===== config.mk =====
export PLATFORM = sky130hd
export DESIGN_NAME = light_bar_sequencer_flat
export DESIGN_NICKNAME = d
export VERILOG_FILES = /design/src/rtl/light_bar_sequencer_if.sv /design/src/rtl/light_bar_sequencer.sv /design/src/flat_wrapper.sv
export SDC_FILE = /design/constraint.sdc
export NUM_CORES = 1
export LEC_CHECK = 0
export CORE_ASPECT_RATIO = 0.8
export CORE_MARGIN = 1
export CORE_UTILIZATION = 29
export CTS_CLUSTER_SIZE = 8
export DETAILED_ROUTE_END_ITERATION = 8
export GPL_TIMING_DRIVEN = 0
export HOLD_SLACK_MARGIN = 0.05
export PLACE_DENSITY = 0.44
export RECOVER_POWER = 100
export SLEW_MARGIN = 5
export SYNTH_ARGS = -nofsm -noshare
export SYNTH_HDL_FRONTEND = slang
export SYNTH_SLANG_ARGS = --single-unit

===== constraint.sdc =====
create_clock -name clock -period 2.1 [get_ports clock]
set_input_delay 0.21 -clock clock [delete_from_list [all_inputs] [get_ports clock]]
set_output_delay 0.21 -clock clock [all_outputs]
set_load 0.005 [all_outputs]

===== src/rtl/light_bar_sequencer_if.sv =====
// Control/status bundle between the user-control logic and the light bar sequencer.
interface light_bar_sequencer_if;
  logic       enable;
  logic       pause;
  logic [1:0] mode_sel;
  logic       mode_load;
  logic       mode_ack;
  logic [1:0] active_mode;
  logic       step_tick;
  logic [7:0] greenLight;
  logic [7:0] redLight;

  // Controller side: drives requests, observes the bar.
  modport master (
    output enable, pause, mode_sel, mode_load,
    input  mode_ack, active_mode, step_tick, greenLight, redLight
  );

  // Sequencer side.
  modport slave (
    input  enable, pause, mode_sel, mode_load,
    output mode_ack, active_mode, step_tick, greenLight, redLight
  );
endinterface


===== src/rtl/light_bar_sequencer.sv =====
// Light bar sequencer: step timebase, four flash patterns, mode switch handshake with a
// blank gap, pause and enable. All outputs are registered.
module light_bar_sequencer #(
  parameter int unsigned TICK_DIV    = 12500000,
  parameter int unsigned BLANK_TICKS = 1
) (
  input logic                  clock,
  input logic                  reset,
  light_bar_sequencer_if.slave bus
);

  localparam int unsigned DivW   = (TICK_DIV > 1) ? $clog2(TICK_DIV) : 1;
  localparam int unsigned BlankW = (BLANK_TICKS > 1) ? $clog2(BLANK_TICKS) : 1;
  localparam logic [DivW-1:0]   DivLast   = DivW'(TICK_DIV - 1);
  localparam logic [BlankW-1:0] BlankLast = BlankW'(BLANK_TICKS - 1);

  typedef enum logic [1:0] {StIdle, StRun, StHold, StBlank} state_e;

  state_e              state_q, state_d;
  logic [DivW-1:0]     div_q, div_d;
  logic [BlankW-1:0]   blank_q, blank_d;
  logic [2:0]          step_q, step_d;
  logic [1:0]          mode_q, mode_d;
  logic [1:0]          pend_q, pend_d;
  logic                ack_q, ack_d;
  logic                tick_q, tick_d;
  logic [7:0]          green_q, green_d;
  logic [7:0]          red_q, red_d;
  logic                div_last;
  logic                accept;

  // Segment drive {green, red} for a given pattern and step.
  function automatic logic [15:0] pattern(input logic [1:0] mode, input logic [2:0] step);
    logic [7:0] g;
    logic [7:0] r;
    g = 8'h00;
    r = 8'h00;
    unique case (mode)
      2'd0: begin
        unique case (step[1:0])
          2'd0:    begin g = 8'hF0; r = 8'h0F; end
          2'd1:    begin g = 8'h0F; r = 8'hF0; end
          2'd2:    begin g = 8'h3C; r = 8'hC3; end
          default: begin g = 8'hC3; r = 8'h3C; end
        endcase
      end
      2'd1: begin
        g = 8'h80 >> step;
        r = ~g;
      end
      2'd2: begin
        g = step[0] ? 8'h00 : 8'hFF;
        r = ~g;
      end
      default: begin
        g = 8'h00;
        r = 8'hFF;
      end
    endcase
    return {g, r};
  endfunction

  // Step successor, wrapping at the pattern length (4, 8, 2, 1).
  function automatic logic [2:0] next_step(input logic [1:0] mode, input logic [2:0] step);
    logic [2:0] s;
    unique case (mode)
      2'd0:    s = {1'b0, step[1:0] + 2'd1};
      2'd1:    s = step + 3'd1;
      2'd2:    s = {2'b00, ~step[0]};
      default: s = 3'd0;
    endcase
    return s;
  endfunction

  assign div_last = (div_q == DivLast);
  // The cycle after an ack is not sampled, so a held strobe is accepted every other cycle.
  assign accept   = bus.mode_load & ~ack_q;

  // Next-state: enable has top priority, then an accepted load, then pause/tick.
  always_comb begin
    state_d = state_q;
    div_d   = div_q;
    blank_d = blank_q;
    step_d  = step_q;
    mode_d  = mode_q;
    pend_d  = pend_q;
    ack_d   = 1'b0;
    tick_d  = 1'b0;
    green_d = green_q;
    red_d   = red_q;

    if (!bus.enable) begin
      // Leaving BLANK early still commits the pending mode.
      if (state_q == StBlank) begin
        mode_d = pend_q;
      end
      state_d           = StIdle;
      div_d             = '0;
      step_d            = 3'd0;
      {green_d, red_d}  = pattern((state_q == StBlank) ? pend_q : mode_q, 3'd0);
    end else if (state_q != StIdle && accept) begin
      // Accepted load beats a coincident tick; the blank gap always restarts from zero.
      pend_d  = bus.mode_sel;
      ack_d   = 1'b1;
      state_d = StBlank;
      div_d   = '0;
      blank_d = '0;
      green_d = 8'h00;
      red_d   = 8'h00;
    end else begin
      unique case (state_q)
        StIdle: begin
          state_d = StRun;
        end
        StRun: begin
          if (bus.pause) begin
            state_d = StHold;
          end else if (div_last) begin
            div_d            = '0;
            step_d           = next_step(mode_q, step_q);
            tick_d           = 1'b1;
            {green_d, red_d} = pattern(mode_q, next_step(mode_q, step_q));
          end else begin
            div_d = div_q + DivW'(1);
          end
        end
        StHold: begin
          if (!bus.pause) begin
            state_d = StRun;
          end
        end
        StBlank: begin
          if (div_last) begin
            div_d = '0;
            if (blank_q == BlankLast) begin
              mode_d           = pend_q;
              step_d           = 3'd0;
              state_d          = bus.pause ? StHold : StRun;
              {green_d, red_d} = pattern(pend_q, 3'd0);
            end else begin
              blank_d = blank_q + BlankW'(1);
            end
          end else begin
            div_d = div_q + DivW'(1);
          end
        end
        default: begin
          state_d = StIdle;
        end
      endcase
    end
  end

  // State and output registers with asynchronous active-low clear.
  always_ff @(posedge clock or negedge reset) begin
    if (!reset) begin
      state_q <= StIdle;
      div_q   <= '0;
      blank_q <= '0;
      step_q  <= 3'd0;
      mode_q  <= 2'd0;
      pend_q  <= 2'd0;
      ack_q   <= 1'b0;
      tick_q  <= 1'b0;
      green_q <= 8'hF0;
      red_q   <= 8'h0F;
    end else begin
      state_q <= state_d;
      div_q   <= div_d;
      blank_q <= blank_d;
      step_q  <= step_d;
      mode_q  <= mode_d;
      pend_q  <= pend_d;
      ack_q   <= ack_d;
      tick_q  <= tick_d;
      green_q <= green_d;
      red_q   <= red_d;
    end
  end

  assign bus.mode_ack    = ack_q;
  assign bus.active_mode = mode_q;
  assign bus.step_tick   = tick_q;
  assign bus.greenLight  = green_q;
  assign bus.redLight    = red_q;

endmodule


===== src/flat_wrapper.sv =====
// flat-port wrapper written by rule: the top's interface ports become plain ports
module light_bar_sequencer_flat 
#(
  parameter int unsigned TICK_DIV    = 12500000,
  parameter int unsigned BLANK_TICKS = 1
)
  (clock, reset, bus_enable, bus_pause, bus_mode_sel, bus_mode_load, bus_mode_ack, bus_active_mode, bus_step_tick, bus_greenLight, bus_redLight);
  light_bar_sequencer_if bus_i ();
  input logic clock;
  input logic reset;
  input wire logic [$bits(bus_i.enable)-1:0] bus_enable;
  input wire logic [$bits(bus_i.pause)-1:0] bus_pause;
  input wire logic [$bits(bus_i.mode_sel)-1:0] bus_mode_sel;
  input wire logic [$bits(bus_i.mode_load)-1:0] bus_mode_load;
  output wire logic [$bits(bus_i.mode_ack)-1:0] bus_mode_ack;
  output wire logic [$bits(bus_i.active_mode)-1:0] bus_active_mode;
  output wire logic [$bits(bus_i.step_tick)-1:0] bus_step_tick;
  output wire logic [$bits(bus_i.greenLight)-1:0] bus_greenLight;
  output wire logic [$bits(bus_i.redLight)-1:0] bus_redLight;
  assign bus_i.enable = bus_enable;
  assign bus_i.pause = bus_pause;
  assign bus_i.mode_sel = bus_mode_sel;
  assign bus_i.mode_load = bus_mode_load;
  assign bus_mode_ack = bus_i.mode_ack;
  assign bus_active_mode = bus_i.active_mode;
  assign bus_step_tick = bus_i.step_tick;
  assign bus_greenLight = bus_i.greenLight;
  assign bus_redLight = bus_i.redLight;
  light_bar_sequencer #(.TICK_DIV(TICK_DIV), .BLANK_TICKS(BLANK_TICKS)) u_core (.clock(clock), .reset(reset), .bus(bus_i));
endmodule

After elaboration in Yosys (flattened, before gate mapping)
Index checks and enable logic that the tools add are counted.
Storage, ports and cells
  register bits after elaboration: 52
  input bits: 7
Cells by class
  add/subtract/negate cells: 4
  eq/ne operators: 28
  shift operators: 1
  multiplexer cells: 64
  bitwise operators: 5
  reductions and logical operators: 16
Operator list (count)
  8-bit one-hot mux with 3 select lines: 8
  8-bit 2-to-1 mux: 13
  24-bit 2-to-1 mux: 4
  24-bit one-hot mux with 2 select lines: 1
  8-bit one-hot mux with 2 select lines: 2
  3-bit 2-to-1 mux: 9
  2-bit 2-to-1 mux: 13
  24-bit by 1-bit adder with 24-bit output (second input constant): 1
  24-bit == test (second input constant): 1
  4-bit by 3-bit inequality test with 1-bit output (second input constant): 4
  8-bit inverter: 2
  2-bit == test (second input constant): 6
  1-bit 2-to-1 mux: 11
  2-bit by 1-bit == test with 1-bit output (second input constant): 5
  2-bit zero test: 5
  3-bit one-hot mux with 3 select lines: 1
  2-bit one-hot mux with 4 select lines: 1
  4-bit AND reduction: 2
  8-bit by 3-bit >> shifter with 8-bit output (first input constant): 1
  3-bit by 2-bit inequality test with 1-bit output (second input constant): 2
  3-bit inequality test (second input constant): 2
  3-bit one-hot mux with 2 select lines: 1
  6-bit AND reduction: 1
  2-bit nonzero test: 3
  15 further kinds: 19

Logic depth before layout (Yosys ltp)
Gate-level depths: netlist of run 1.
  word-level depth: 15
  gate-level depth with buffers: 9
  depth with buffers taken out: 9

Worst setup path before layout of run 1
OpenSTA, ideal clock, no wires.
  path kind: register -> register
  from: reg u_core.div_q[8]
  to: reg u_core.green_q[0], in the netlist u_core.bus.greenLight[0]
  library setup time: 0.125 ns
  arrival time: 1.995 ns
  required time: 1.975 ns
  slack: -0.020 ns
  cell stages (with the launch flop): 9
  path buffers: 3
  clock period less this slack: 2.120 ns
  cells stage by stage: dfrtp_1 > buf_6 > nor4b_2 > nand4_1 > or3_1 > clkbuf_1 > a21oi_1 > buf_4 > mux2_2
On the way
  longest elaborated chain between the ends: 3
  elaborated cells on any way between the ends: 4
  those cells by class: eq/ne (3); reduce/logical (1)
Ends and longest elaborated chain
  from (decl): RTL line light_bar_sequencer.sv:20  | logic [DivW-1:0] div_q, div_d;
  from (signal assigned): RTL line light_bar_sequencer.sv:169  | div_q <= div_d;
  24-bit == test (*): RTL line light_bar_sequencer.sv:75  | assign div_last = (div_q == DivLast);
  4-bit by 2-bit inequality test with 1-bit output (no source line) / 4-bit by 3-bit inequality test with 1-bit output (equally long branches)
  5-bit AND reduction (no source line) (*)
  to (signal assigned): RTL line light_bar_sequencer.sv:176  | green_q <= green_d;
  to (decl): RTL line light_bar_sequencer.sv:27  | logic [7:0] green_q, green_d;
Mark *: on every way between the ends. The rest lies on a longest branch, timed or not.
A chain may end at the register's enable or synchronous reset.

Final worst setup path of run 1
  from: reg u_core.div_q[9]
  to: reg u_core.red_q[7], in the netlist u_core.bus.redLight[7]
On the way
  longest elaborated chain between the ends: 3
  elaborated cells on any way between the ends: 4
  those cells by class: eq/ne (3); reduce/logical (1)
Ends and longest elaborated chain
  24-bit == test (*): RTL line light_bar_sequencer.sv:75
  4-bit by 2-bit inequality test with 1-bit output (no source line) / 4-bit by 3-bit inequality test with 1-bit output (equally long branches)
  5-bit AND reduction (no source line) (*)
  to (signal assigned): RTL line light_bar_sequencer.sv:177  | red_q <= red_d;
  to (decl): RTL line light_bar_sequencer.sv:28  | logic [7:0] red_q, red_d;
Marked as above.

==> out/metrics.yaml, run 1 <==
start_util_pct: 30.2
initialDrtViolationCount: 231
tightest_slew_ns: 1.02
wl_per_cell_microns: 18.0
h-tree-depth: 2
rows: 33
dpl-instance-area_sq_um: 3600
holdCritStartpoint: "bus_mode_sel[0]"
vias: 3002
insertion_delay_ns: 0.30
rsz0062_at_grt: "yes"
design.die.area_sq_um: 11300
postRouteAntennaNets: 0
place_hpwl_microns: 6730
hp-class: "in2reg"
yosys-top-cells-area: "dfrtp_1 (34%), dfstp_2 (6.7%), a31oi_1 (5.0%), mux2_2 (3.6%), nand3_1 (3.3%)"
via_per_inst: 5.62
post-route-min-period_ns: 2.12
synth_edf_count: 0
cts_buffers: 5
cts_root_buf: "clkbuf_16"
cpPeakStageDelay_ns: 0.45
antenna_found_initial: 0
power_density_nw_per_um2: 892
async_reset_ff_share_pct: 100
crit_path_top_delay_cell: "dfrtp_2"
r2r_start: "u_core.div_q[9]$_DFFE_PN0P_"
path_class: "reg2reg"
synth_area_sq_um: 3140
fp.dieW_microns: 118
crit_chain: "nor4b_4, nand4_1, or3_4, a21oi_4, buf_6, mux2_4"
r2r_slack_ns: -0.02
ys_ff_latch: 51
peakVddDrop_mv: 0.369
slew_headroom_pct: 32.0
grt_max_degree: 34
design_area_sq_um: 4060
grt_pass1_wl_microns: 15700
whs_path_depth: 3
path_max_fanout: 5
synth.top_cell.area_share_pct: 34.2
drive_gt1_share_pct: 22.1
syn_inst: 352
fin_setup_tns_ns: -0.103
rr_worst_depth: 6
clkSinkCount: 51
arrival_ns: 2.32
cp.required_ns: 2.29
clockBufferDepth: 2
synth_area_per_cell_sq_um: 8.93
syn2layout_area_growth_pct: 29.3
yosys_warnings: 0
yosys.cell_types.count: 54
yosysSeqAreaShare_pct: 40.9
synth_top_area_cell: "dfrtp_1"
crit_path_start: "u_core.div_q[9]$_DFFE_PN0P_"
place.gp.congestion: 0.852
port_buffers: 26
track_usage_pct: 18.2
grt_pass1_vias: 2850
nets: 406
drc: 0
finalClockSkew_ns: 0.00664
hold_violations: 0
violations: "setup timing"
wirelength_microns: 9620
start_kind: "register"
first_pass_iters: 6
cts_tree: "yes"
overflow: 0
ios: 27
design.core.area_sq_um: 10400
diodes: 0
hold_end: "u_core.pend_q[0]$_DFFE_PN0P_"
r2r_end: "u_core.bus.redLight[7]$_DFFE_PN0P_"
worst_slack_ns: -0.0219
die_h_microns: 95.1
setup_violations: 7
synth_flop_cell: "dfrtp_1"
drv_cap: 0
p_leak_uw: 0.00165
drv_slew: 0
fmaxAchievable_mhz: 471
outcome: "finished with violations"
min_period_over_period_pct: 101
worstSetupEndpointType: "register"
syn_nets: 365
clk_pin_slew_ns: 0.07
## synth_stat cells, types with 3 or more instances
master and number:
nand4_1 5, nand2_1 25, nor4_1 3, nand3_1 21, and3_1 9, o311ai_0 3, a31oi_1 25, nor2_1 19
and2_1 4, inv_1 20, dfrtp_1 43, o21a_1 3, nand3b_1 5, clkbuf_1 17, o211ai_1 8, dfstp_2 8
and4_1 5, o21ai_0 18, a41oi_1 12, nor2b_1 4, ha_1 6, or3_1 4, mux2_2 10, buf_2 3
a21oi_1 17, nor3_1 7, mux2i_1 10, nand2b_1 4
## placed cells by master (no fill, tap or decap), drive strengths merged, types with 8 or more instances in the layout
master         count
nand2             25
nor3               8
buf               20
mux2              10
mux2i             10
nand3             21
clkdlybuf4s50     10
a21oi             17
a31oi             25
dlygate4sd3       16
a41oi             12
inv               19
nor2              19
o21ai             18
clkbuf            17
dfrtp             43
and3               9
dfstp              8
o211ai             8
## flip-flops by register name (all words and copies together), names as in the netlist
| register | cells |
|---|---|
| u_core.bus.active_mode | 2 |
| u_core.bus.greenLight | 8 |
| u_core.bus.mode_ack | 1 |
| u_core.bus.redLight | 8 |
| u_core.bus.step_tick | 1 |
| u_core.div_q | 24 |
| u_core.pend_q | 2 |
| u_core.state_q | 2 |
| u_core.step_q | 3 |
## kinds of logic (layout without fill, tap and decap cells)
| kind of cell | count (synthesis) | in the layout | synth area share (%) |
|---|---|---|---|
| simple gates | 126 | 126 | 21.9 |
| compound gates | 102 | 102 | 21.5 |
| flops | 51 | 51 | 40.9 |
| buf+inv | 44 | 86 | 5.73 |
| mux | 20 | 20 | 6.77 |
| fa+ha+maj | 6 | 6 | 2.39 |
| xor+xnor | 3 | 3 | 0.836 |
## critical path, delay by kind of cell (launching register included)
| kind | cells | cell delay (ns) |
|---|---|---|
| DFF | 1 | 0.45 |
| AOI/OAI and AO/OA | 1 | 0.19 |
| buffers and inverters | 1 | 0.17 |
| muxes | 1 | 0.30 |
| and+or+nand+nor | 3 | 0.90 |
## final cells by class
| type | instances | area, sq um |
|---|---|---|
| clock buffer | 5 | 125 |
| multi-input combinational | 257 | 1850 |
| sequential | 51 | 1290 |
| fill | 1055 | 6340 |
| clock inverter | 3 | 67.6 |
| buffer | 17 | 104 |
| inverter | 20 | 78.8 |
| tap | 140 | 175 |
| timing repair buffer | 41 | 369 |
## where the power goes
group / total [uW] / switching (uW) / internal [uW]
sequential: 1340 / 146 / 1200
combinational: 1190 / 565 / 622
clock: 1100 / 412 / 684
total: 3630 / 1120 / 2500
## what timing repair did
item | in CTS | in global routing
cloned | 1 | 0
setup buffers | 11 | 1
hold buffers | 1 | 0
endpoints found under the setup margin | 45 | 47
gates resized for setup | 39 | 30
pin swaps | 5 | 4
hold endpoints to repair | 17 | 0
## per-layer routing
layer	up-vias	global-route usage, %	share of wire, %
li1	1406	-	-
met1	1498	27.9	52
met2	89	25.9	42
met3	9	2.87	5.3
met4	0	5.06	0.78
met5	-	0	0
## how the worst max path moves through the flow
| stage | to | slack (ns) | cells past startpoint |
|---|---|---|---|
| 2_1_floorplan | u_core.bus.redLight[7]$_DFFE_PN0P_ | 0.003 | 7 |
| 3_3_place_gp | u_core.div_q[8]$_DFFE_PN0P_ | -0.92 | 1 |
| 3_5_place_dp | u_core.div_q[8]$_DFFE_PN0P_ | -0.81 | 8 |
| 4_1_cts | u_core.bus.greenLight[0]$_DFFE_PN0P_ | -0.06 | 7 |
| 5_1_grt | u_core.bus.greenLight[3]$_DFFE_PN0P_ | -0.08 | 7 |
| 6_report | u_core.bus.redLight[7]$_DFFE_PN0P_ | -0.02 | 6 |
## stage by stage
stage / utilization (%) / setup slack [ns] / power, uW / instances / hold slack, ns
final: 39.1 / -0.0219 / 3630 / 534 / 0.458
after floorplan: - / 0.00274 / 1920 / 352 / -0.0856
after global placement: 34.5 / -0.917 / 2440 / 518 / 0.456
after detailed placement: 34.6 / -0.810 / 2460 / 519 / 0.193
after CTS: 38.3 / -0.0623 / 3650 / 537 / 0.403
after global routing: 39.1 / -0.0797 / 3840 / 534 / 0.495
Note: power is estimated with default switching activity, not from simulation.
==> run 2, diff against run 1 <==
--- a/config.mk
+++ b/config.mk
@@ -6,13 +6,13 @@
 export NUM_CORES = 1
 export LEC_CHECK = 0
 export CORE_ASPECT_RATIO = 0.8
-export CORE_MARGIN = 1
+export CORE_MARGIN = 3
 export CORE_UTILIZATION = 29
 export CTS_CLUSTER_SIZE = 8
 export DETAILED_ROUTE_END_ITERATION = 8
 export GPL_TIMING_DRIVEN = 0
 export HOLD_SLACK_MARGIN = 0.05
-export PLACE_DENSITY = 0.44
+export PLACE_DENSITY = 0.43
 export RECOVER_POWER = 100
 export SLEW_MARGIN = 5
 export SYNTH_ARGS = -nofsm -noshare
==> constraint.sdc (replaced) <==
create_clock -name clock -period 2.8 [get_ports clock]
set_input_delay 0.28 -clock clock [delete_from_list [all_inputs] [get_ports clock]]
set_output_delay 0.28 -clock clock [all_outputs]
set_load 0.005 [all_outputs]
==> run 2 against run 1 <==
Net effect: the flow finishes with violations (capacitance limit, slew limit); final cell count fell by 1.1%; global-route usage is 2.0 points lower; worst setup slack gained 0.24 ns; die area up 7.7%; clock-buffer cell count increased by 2; first-iteration DRC count is 19% lower; combinational power shrank 34%; highest routed layer unchanged; utilization fell by 3.0 points; largest power group unchanged.
==> out/metrics.yaml, run 2 (synthesis results as in run 1) <==
p_leak_uw: 0.00155
h-tree-depth: 2
drv_slew: 28
violations: "capacitance limit, slew limit"
postRouteAntennaNets: 0
die_h_microns: 99.1
first_pass_iters: 4
clockBufferDepth: 2
drive_gt1_share_pct: 9.54
nFillCells: 1093
outcome: "finished with violations"
grt.busiest_layer: "met1"
start_kind: "input port"
r2r_end: "u_core.div_q[23]$_DFFE_PN0P_"
largest-register: "u_core.div_q"
fp.dieW_microns: 122
cts_tree: "yes"
port_buffers: 26
design.die.area_sq_um: 12100
grt_pass1_vias: 2778
start_util_pct: 30.2
worstSetupEndpointType: "register"
ios: 27
gr-usage-met2_pct: 21.8
final_common_cell: "dfrtp_1"
nets: 400
antenna_found_initial: 0
diodes: 0
clk_pin_slew_ns: 0.07
hp-class: "reg2reg"
post-route-min-period_ns: 2.58
wl_per_cell_microns: 17.7
r2r_slack_ns: 0.26
syn2layout_area_growth_pct: 19.2
slew_headroom_pct: -2.70
crit_path_start: "bus_enable"
grt_pass1_wl_microns: 15400
place.gp.congestion: 0.842
drc: 0
cts_root_buf: "clkbuf_16"
design.core.area_sq_um: 10400
track_usage_pct: 16.2
cts_buffers: 5
rsz0062_at_grt: "no"
clkSinkCount: 51
mostFrequentLayoutCells: "dfrtp_1 (43), nand2_1 (25), a31oi_1 (25)"
tightest_slew_ns: 1.54
via_per_inst: 5.41
use_met1_pct: 25.8
arrival_ns: 2.80
path_max_fanout: 10
grt_max_degree: 28
overflow: 0
drv_cap: 1
min_period_over_period_pct: 92.1
largest_reg_flops: 24
vias: 2859
initialDrtViolationCount: 187
power_density_nw_per_um2: 644
wirelength_microns: 9370
cp.required_ns: 3.02
fin_setup_tns_ns: 0
fmaxAchievable_mhz: 388
setup_violations: 0
rows: 33
crit_end: "u_core.div_q[8]$_DFFE_PN0P_"
insertion_delay_ns: 0.30
met3_usage_pct: 3.87
instances_no_fill: 528
finalClockSkew_ns: 0.00947
path_class: "in2reg"
post_cts_buffers: 0
place_hpwl_microns: 6830
rr_worst_depth: 6
hold_violations: 0
peakVddDrop_mv: 0.263
r2r_start: "u_core.state_q[0]$_DFFE_PN0P_"
placedCellCount: 519
-- run 2: changes by cell type in the layout (fill, tap and decap cells not counted), moves of 3 or more --
cell / delta
buf_4: -16
clkbuf_1: +15
clkdlybuf4s50_1: -6
dfrtp_1: +6
dfrtp_2: -6
dlygate4sd3_1: +6
a21oi_1: +3
a21oi_4: -3
mux2_2: +3
mux2_4: -3
o21ai_0: +3
-- run 2: worst min path at each step --
stage	slack (ns)	end	startpoint	cells after the start
after floorplan	-0.02	u_core.bus.active_mode[0]$_DFFE_PN0P_	reset	0
after global placement	0.45	u_core.bus.greenLight[5]$_DFFE_PN1P_	u_core.bus.greenLight[5]$_DFFE_PN1P_	2
after detailed placement	0.35	u_core.div_q[10]$_DFFE_PN0P_	reset	1
after CTS	0.47	u_core.bus.greenLight[5]$_DFFE_PN1P_	u_core.bus.greenLight[5]$_DFFE_PN1P_	2
after global routing	0.48	u_core.bus.greenLight[5]$_DFFE_PN1P_	u_core.bus.greenLight[5]$_DFFE_PN1P_	2
final	0.46	u_core.bus.greenLight[5]$_DFFE_PN1P_	u_core.bus.greenLight[5]$_DFFE_PN1P_	2
-- run 2: what timing repair did --
action,4_1_cts,5_1_grt
setup endpoints to repair,0,19
hold buffers,1,0
endpoints found under the hold margin,19,0
resized for setup,0,3
-- run 2: metrics by stage --
step,cell area (sq um),setup WS [ns],hold slack (ns),power [uW],util (%)
final,3750,0.222,0.464,2410,36.0
after global routing,3750,0.0601,0.482,2590,36.0
after floorplan,3140,0.680,-0.0156,1440,-
after detailed placement,3590,-0.151,0.348,1840,34.5
after CTS,3750,0.162,0.472,2490,36.1
after global placement,3580,-0.310,0.455,1840,34.4
-- run 2: per-layer routing --
metal	part of all wire (%)	vias up
met1	54	1380
met5	0	-
met2	39	79
met3	5.6	6
li1	-	1394
met4	0.79	0
-- run 2: cell type report --
| cell class | count | area, sq um | area share (%) |
|---|---|---|---|
| Multi-Input combinational cell | 257 | 1690 | 45.1 |
| Clock buffer | 7 | 143 | 3.81 |
| Sequential cell | 51 | 1290 | 34.3 |
| Tap cell | 140 | 175 | 4.67 |
| Buffer | 24 | 105 | 2.80 |
| Timing Repair Buffer | 28 | 269 | 7.18 |
| Clock inverter | 1 | 5.00 | 0.134 |
| Inverter | 20 | 75.1 | 2.00 |
-- run 2: report_power, final --
part	leakage (uW)	switching, uW	internal, uW
logic	0.000809	396	388
clock network	0.0000739	288	356
registers	0.000662	89.1	897
-- run 2: critical path, cell delays in order --
cell and delay (ns):
dlygate4sd3_1 0.64, inv_1 0.08, clkbuf_1 0.28, nor3_4 0.48
o21a_1 0.41, buf_2 0.34, a31oi_1 0.12, a31oi_1 0.17
==> patch 1: new RTL, flow settings as in run 2 <==
One comparison of `div_q` changes from == to >=.
--- a/src/rtl/light_bar_sequencer.sv
+++ b/src/rtl/light_bar_sequencer.sv
@@ -74,3 +74,3 @@
 
-  assign div_last = (div_q == DivLast);
+  assign div_last = (div_q >= DivLast);
   // The cycle after an ack is not sampled, so a held strobe is accepted every other cycle.
Function: same outputs for any inputs over 4 cycles, from zero or initial values and one cycle with reset low; that may be too few to reach the edited logic, so the function may still have changed.
==> patch 1 against run 2 <==
Routed wire length fell by 0.30%. Final area fell by 0.17%. Sequential cell count did not move. Global-route usage rose by 0.37 points. Highest routed layer unchanged. Via count rose by 0.63%. Area after synthesis fell by 0.60%. Worst setup slack got worse by 0.024 ns. Core utilization rose by 0.083 points. Register-to-register slack got worse by 0.06 ns. Die area fell by 0.57%. Count of clock-buffer cells in the layout did not move. Non-clock buffer count fell by 5.
Power is not compared: it rests on default switching activity, and its combinational part moved more than twofold at a synthesized area within 25%.
==> patch 1: results (changes against run 2) <==
| Result | Value | Unit | Delta |
| --- | --- | --- | --- |
| Status | finished clean | - | was finished, violations left |
| Layout cells sized above 1 | 9.40 | % | was 9.54% |
| Total Wirelength | 9340 | um | was 9370 um |
| Relative slew slack | 21.6 | % | was -2.70% |
| Synthesis warning total | 0 | - | unchanged |
| Number of global-route vias before repair | 2777 | - | was 2778 |
| Largest net degree at the start of global routing | 32 | - | was 28 |
| Critical Path Source Type | register | - | was primary input |
| Number of instances resized during post-cts repair | 6 | - | was 0 |
| Count of routing violations after the opening detailed-route iteration | 175 | - | was 187 |
| Ranking of synthesized cells by instance count | sky130_fd_sc_hd__dfrtp_1, sky130_fd_sc_hd__nand2_1, sky130_fd_sc_hd__a21oi_1, sky130_fd_sc_hd__nand3_1, sky130_fd_sc_hd__nor2_1 | - | was sky130_fd_sc_hd__dfrtp_1, sky130_fd_sc_hd__a31oi_1, sky130_fd_sc_hd__nand2_1 |
| Antenna diode count | 0 | - | unchanged |
| Placed instance area | 0.00357 | sq mm | was 0.00359 sq mm |
| Routed length per instance | 17.9 | um | was 17.7 um |
| Mux cell area share after synthesis | 2.76 | % | was 6.77% |
| Top cells by area in the synthesized netlist | sky130_fd_sc_hd__dfrtp_1, sky130_fd_sc_hd__dfstp_2, sky130_fd_sc_hd__a21oi_1 | - | was sky130_fd_sc_hd__dfrtp_1, sky130_fd_sc_hd__dfstp_2, sky130_fd_sc_hd__a31oi_1 |
| Number of fillers in the final layout | 1066 | - | was 1093 |
| Core ar. | 0.0104 | sq mm | about the same |
| CTS Buf Count | 5 | - | unchanged |
| Critical Path AT | 2.83 | ns | was 2.80 ns |
| Worst flop-to-flop path startpoint | u_core.bus.active_mode[0] | - | was u_core.state_q[0] |
| Number of placed instances with taps included | 515 | - | was 519 |
| Post-Syn Nets | 361 | - | was 365 |
| Sequential cell area fraction in the yosys report | 41.2 | % | was 40.9% |
| Global-route total usage across every layer | 16.6 | % | was 16.2% |
| Average footprint of a synthesized cell | 8.98 | sq um | was 8.93 sq um |
| Complex-gate fraction of the synthesized area | 24.0 | % | was 21.5% |
| Fraction of power consumed by the clock network | 34.1 | % |  |
| Net count reported at finish | 395 | - | was 400 |
| Detail Placement HPWL | 6900 | um | was 6830 um |
| First-pass GRT wire length | 15600 | um | was 15400 um |
| Worst VDD drop | 0.240 | mV |  |
| Crit-path leading delay family | compound AO/OA/AOI/OAI gates | - | was buffers and inverters |
| Adder and majority cell fraction of the synthesized area | 2.40 | % | was 2.39% |
| Critical Path Slowest Stage Cell | sky130_fd_sc_hd__dfrtp_1 | - | was sky130_fd_sc_hd__dlygate4sd3_1 |
| Worst-case clock skew | 0.00731 | ns | was 0.00947 ns |
| Xor and xnor area share after synthesis | 1.40 | % | was 0.836% |
| Number of vias in the routed layout | 2877 | - | was 2859 |
| Placer congestion estimate | 0.878 | - | was 0.842 |
| Maximum single-stage delay on the critical path | 0.47 | ns | was 0.64 ns |
| Dpl ws | -0.262 | ns | was -0.151 ns |
| Startpoint of the lowest-slack hold path | u_core.div_q[20] | - | was u_core.bus.greenLight[5] |
## patch 1: metal layers
layer	share of wire (%)	track usage (%)	wire, um	vias up
li1	-	-	-	1388
met1	56	27.4	5230	1397
met2	37	21.4	3480	83
met3	5.7	3.56	534	9
met4	1.0	3.53	95	0
met5	0	0	0	-
## patch 1: worst paths after layout
path | slack, ns | depth (start not counted) | end
max | 0.20 | 9 | u_core.bus.redLight[7]
min | 0.50 | 1 | u_core.div_q[20]
max reg2reg | 0.20 | 9 | u_core.bus.redLight[7]
min reg2reg | 0.50 | 1 | u_core.div_q[20]
max in group asynchronous | 0.61 | 3 | u_core.bus.redLight[6]
min in group asynchronous | 0.75 | 2 | u_core.step_q[1]
## patch 1: cell type report
cell class,instances,area (sq um),share of cell area [%]
plain buffers,19,93.8,2.51
clock buffers,7,143,3.81
clock inverters,1,5.00,0.134
inverters,10,37.5,1.00
multi-input cells,267,1730,46.3
flip-flops and latches,51,1290,34.4
well taps,140,175,4.68
repair buffers,28,269,7.19
==> patch 2: new RTL, flow settings as in run 2 <==
Without the edit above. `TICK_DIV` is set to 12500000 in 2 places; all go to 25000000.
--- a/src/rtl/light_bar_sequencer.sv
+++ b/src/rtl/light_bar_sequencer.sv
@@ -3,3 +3,3 @@
 module light_bar_sequencer #(
-  parameter int unsigned TICK_DIV    = 12500000,
+  parameter int unsigned TICK_DIV    = 25000000,
   parameter int unsigned BLANK_TICKS = 1
--- a/src/flat_wrapper.sv
+++ b/src/flat_wrapper.sv
@@ -3,3 +3,3 @@
 #(
-  parameter int unsigned TICK_DIV    = 12500000,
+  parameter int unsigned TICK_DIV    = 25000000,
   parameter int unsigned BLANK_TICKS = 1
Check against the original RTL: no difference found for any inputs over 4 cycles, from zero or initial values and one cycle with reset low; that may be too few to reach the edited logic, so the function may still have changed.
==> patch 2 against run 2 <==
Final cell count is 2.7% higher. Global-route usage is 0.16 points higher. Final area is 2.4% higher. Sequential share of layout area is 0.15 points lower. Routed wire length is 4.9% higher. First-iteration DRC count is 58% higher. Sequential cell count is 1 higher. Total power is 5.3% higher. Area after synthesis is 3.4% higher. Core utilization is 0.29 points higher. Clock skew is 0.0017 ns lower. Worst setup slack better by 0.061 ns. Largest power group unchanged.
==> patch 2: results (changes against run 2) <==
| Result | Value | Unit | Delta |
| --- | --- | --- | --- |
| Worst-case clock skew | 0.00780 | ns | was 0.00947 ns |
| Total power after layout | 2.54 | mW | was 2.41 mW |
| Largest net degree at the start of global routing | 31 | - | was 28 |
| Global-route total usage across every layer | 16.3 | % | was 16.2% |
| Count of routing violations after the opening detailed-route iteration | 295 | - | was 187 |
| Critical Path AT | 2.73 | ns | was 2.80 ns |
| Critical Path Slowest Stage Cell | sky130_fd_sc_hd__clkbuf_1 | - | was sky130_fd_sc_hd__dlygate4sd3_1 |
| Number of placed instances with taps included | 533 | - | was 519 |
| Routed length per instance | 18.1 | um | was 17.7 um |
| Net switching share of the total power | 32.8 | % | was 32.0% |
| Comb pwr share | 33.7 | % | was 32.5% |
| Reported max-cap violation count | 0 | - | was 1 |
| Crit-path leading delay family | compound AO/OA/AOI/OAI gates | - | was buffers and inverters |
| Sequential cell area fraction in the yosys report | 40.4 | % | was 40.9% |
| Area Overhead vs Synth | 18.1 | % | was 19.2% |
| Port-buffer cells | 25 | - | was 26 |
| Count of different cell masters after synthesis | 66 | - | was 54 |
| Tightest Pin Transition | 1.31 | ns | was 1.54 ns |
| Status | finished clean | - | was finished, violations left |
| Dpl ws | 0.250 | ns | was -0.151 ns |
| P_seq | 0.975 | mW | was 0.986 mW |
| Total leakage power | 1.56 | nW | was 1.55 nW |
| Placer congestion estimate | 0.863 | - | was 0.842 |
| Max FFs per register | 25 | - | was 24 |
| Number of iterations in the first detailed-routing pass | 5 | - | was 4 |
| Number of vias in the routed layout | 2976 | - | was 2859 |
| Layout cells sized above 1 | 9.20 | % | was 9.54% |
[patch 2: what timing repair did]
| action | 4_1_cts | 5_1_grt |
|---|---|---|
| setup endpoints to repair | 0 | 0 |
| hold buffers | 1 | 0 |
| hold endpoints to repair | 17 | 0 |
[patch 2: final timing paths]
path	slack [ns]	depth (start not counted)	to	startpoint
max in group asynchronous	0.56	3	u_core.div_q[10]	reset
min in group asynchronous	0.79	2	u_core.bus.greenLight[2]	reset
worst min-delay path	0.49	2	u_core.bus.redLight[0]	u_core.bus.redLight[0]
worst max register to register	0.28	7	u_core.div_q[5]	u_core.div_q[0]
worst max-delay path	0.28	7	u_core.div_q[5]	u_core.div_q[0]
worst min register to register	0.49	2	u_core.bus.redLight[0]	u_core.bus.redLight[0]
[patch 2: logic make-up (layout without fill, tap and decap cells)]
logic type	count (synthesis)	in the layout	share of synthesized area (%)
and+or+nand+nor	135	135	23.1
AOI/OAI and AO/OA	123	123	24.1
DFF	52	52	40.4
buffers and inverters	32	67	4.08
muxes	15	15	4.97
adders and majority gates	6	6	2.31
xor gates and xnor gates	4	4	1.08
[patch 2: cell type report]
| class | instances | area [sq um] |
|---|---|---|
| well taps | 140 | 175 |
| clock inverters | 2 | 35.0 |
| flip-flops and latches | 52 | 1310 |
| multi-input cells | 283 | 1800 |
| clock buffers | 6 | 129 |
| fillers | 1112 | 6730 |
| plain buffers | 21 | 88.8 |
| inverters | 11 | 41.3 |
| repair buffers | 27 | 259 |
[patch 2: per-layer routing]
layer	vias to the layer above	share of wire (%)	global-route usage (%)
li1	1448	-	-
met5	-	0	0
met3	8	4.9	2.91
met4	0	0.95	4.21
met2	79	38	21.6
met1	1441	56	26.7
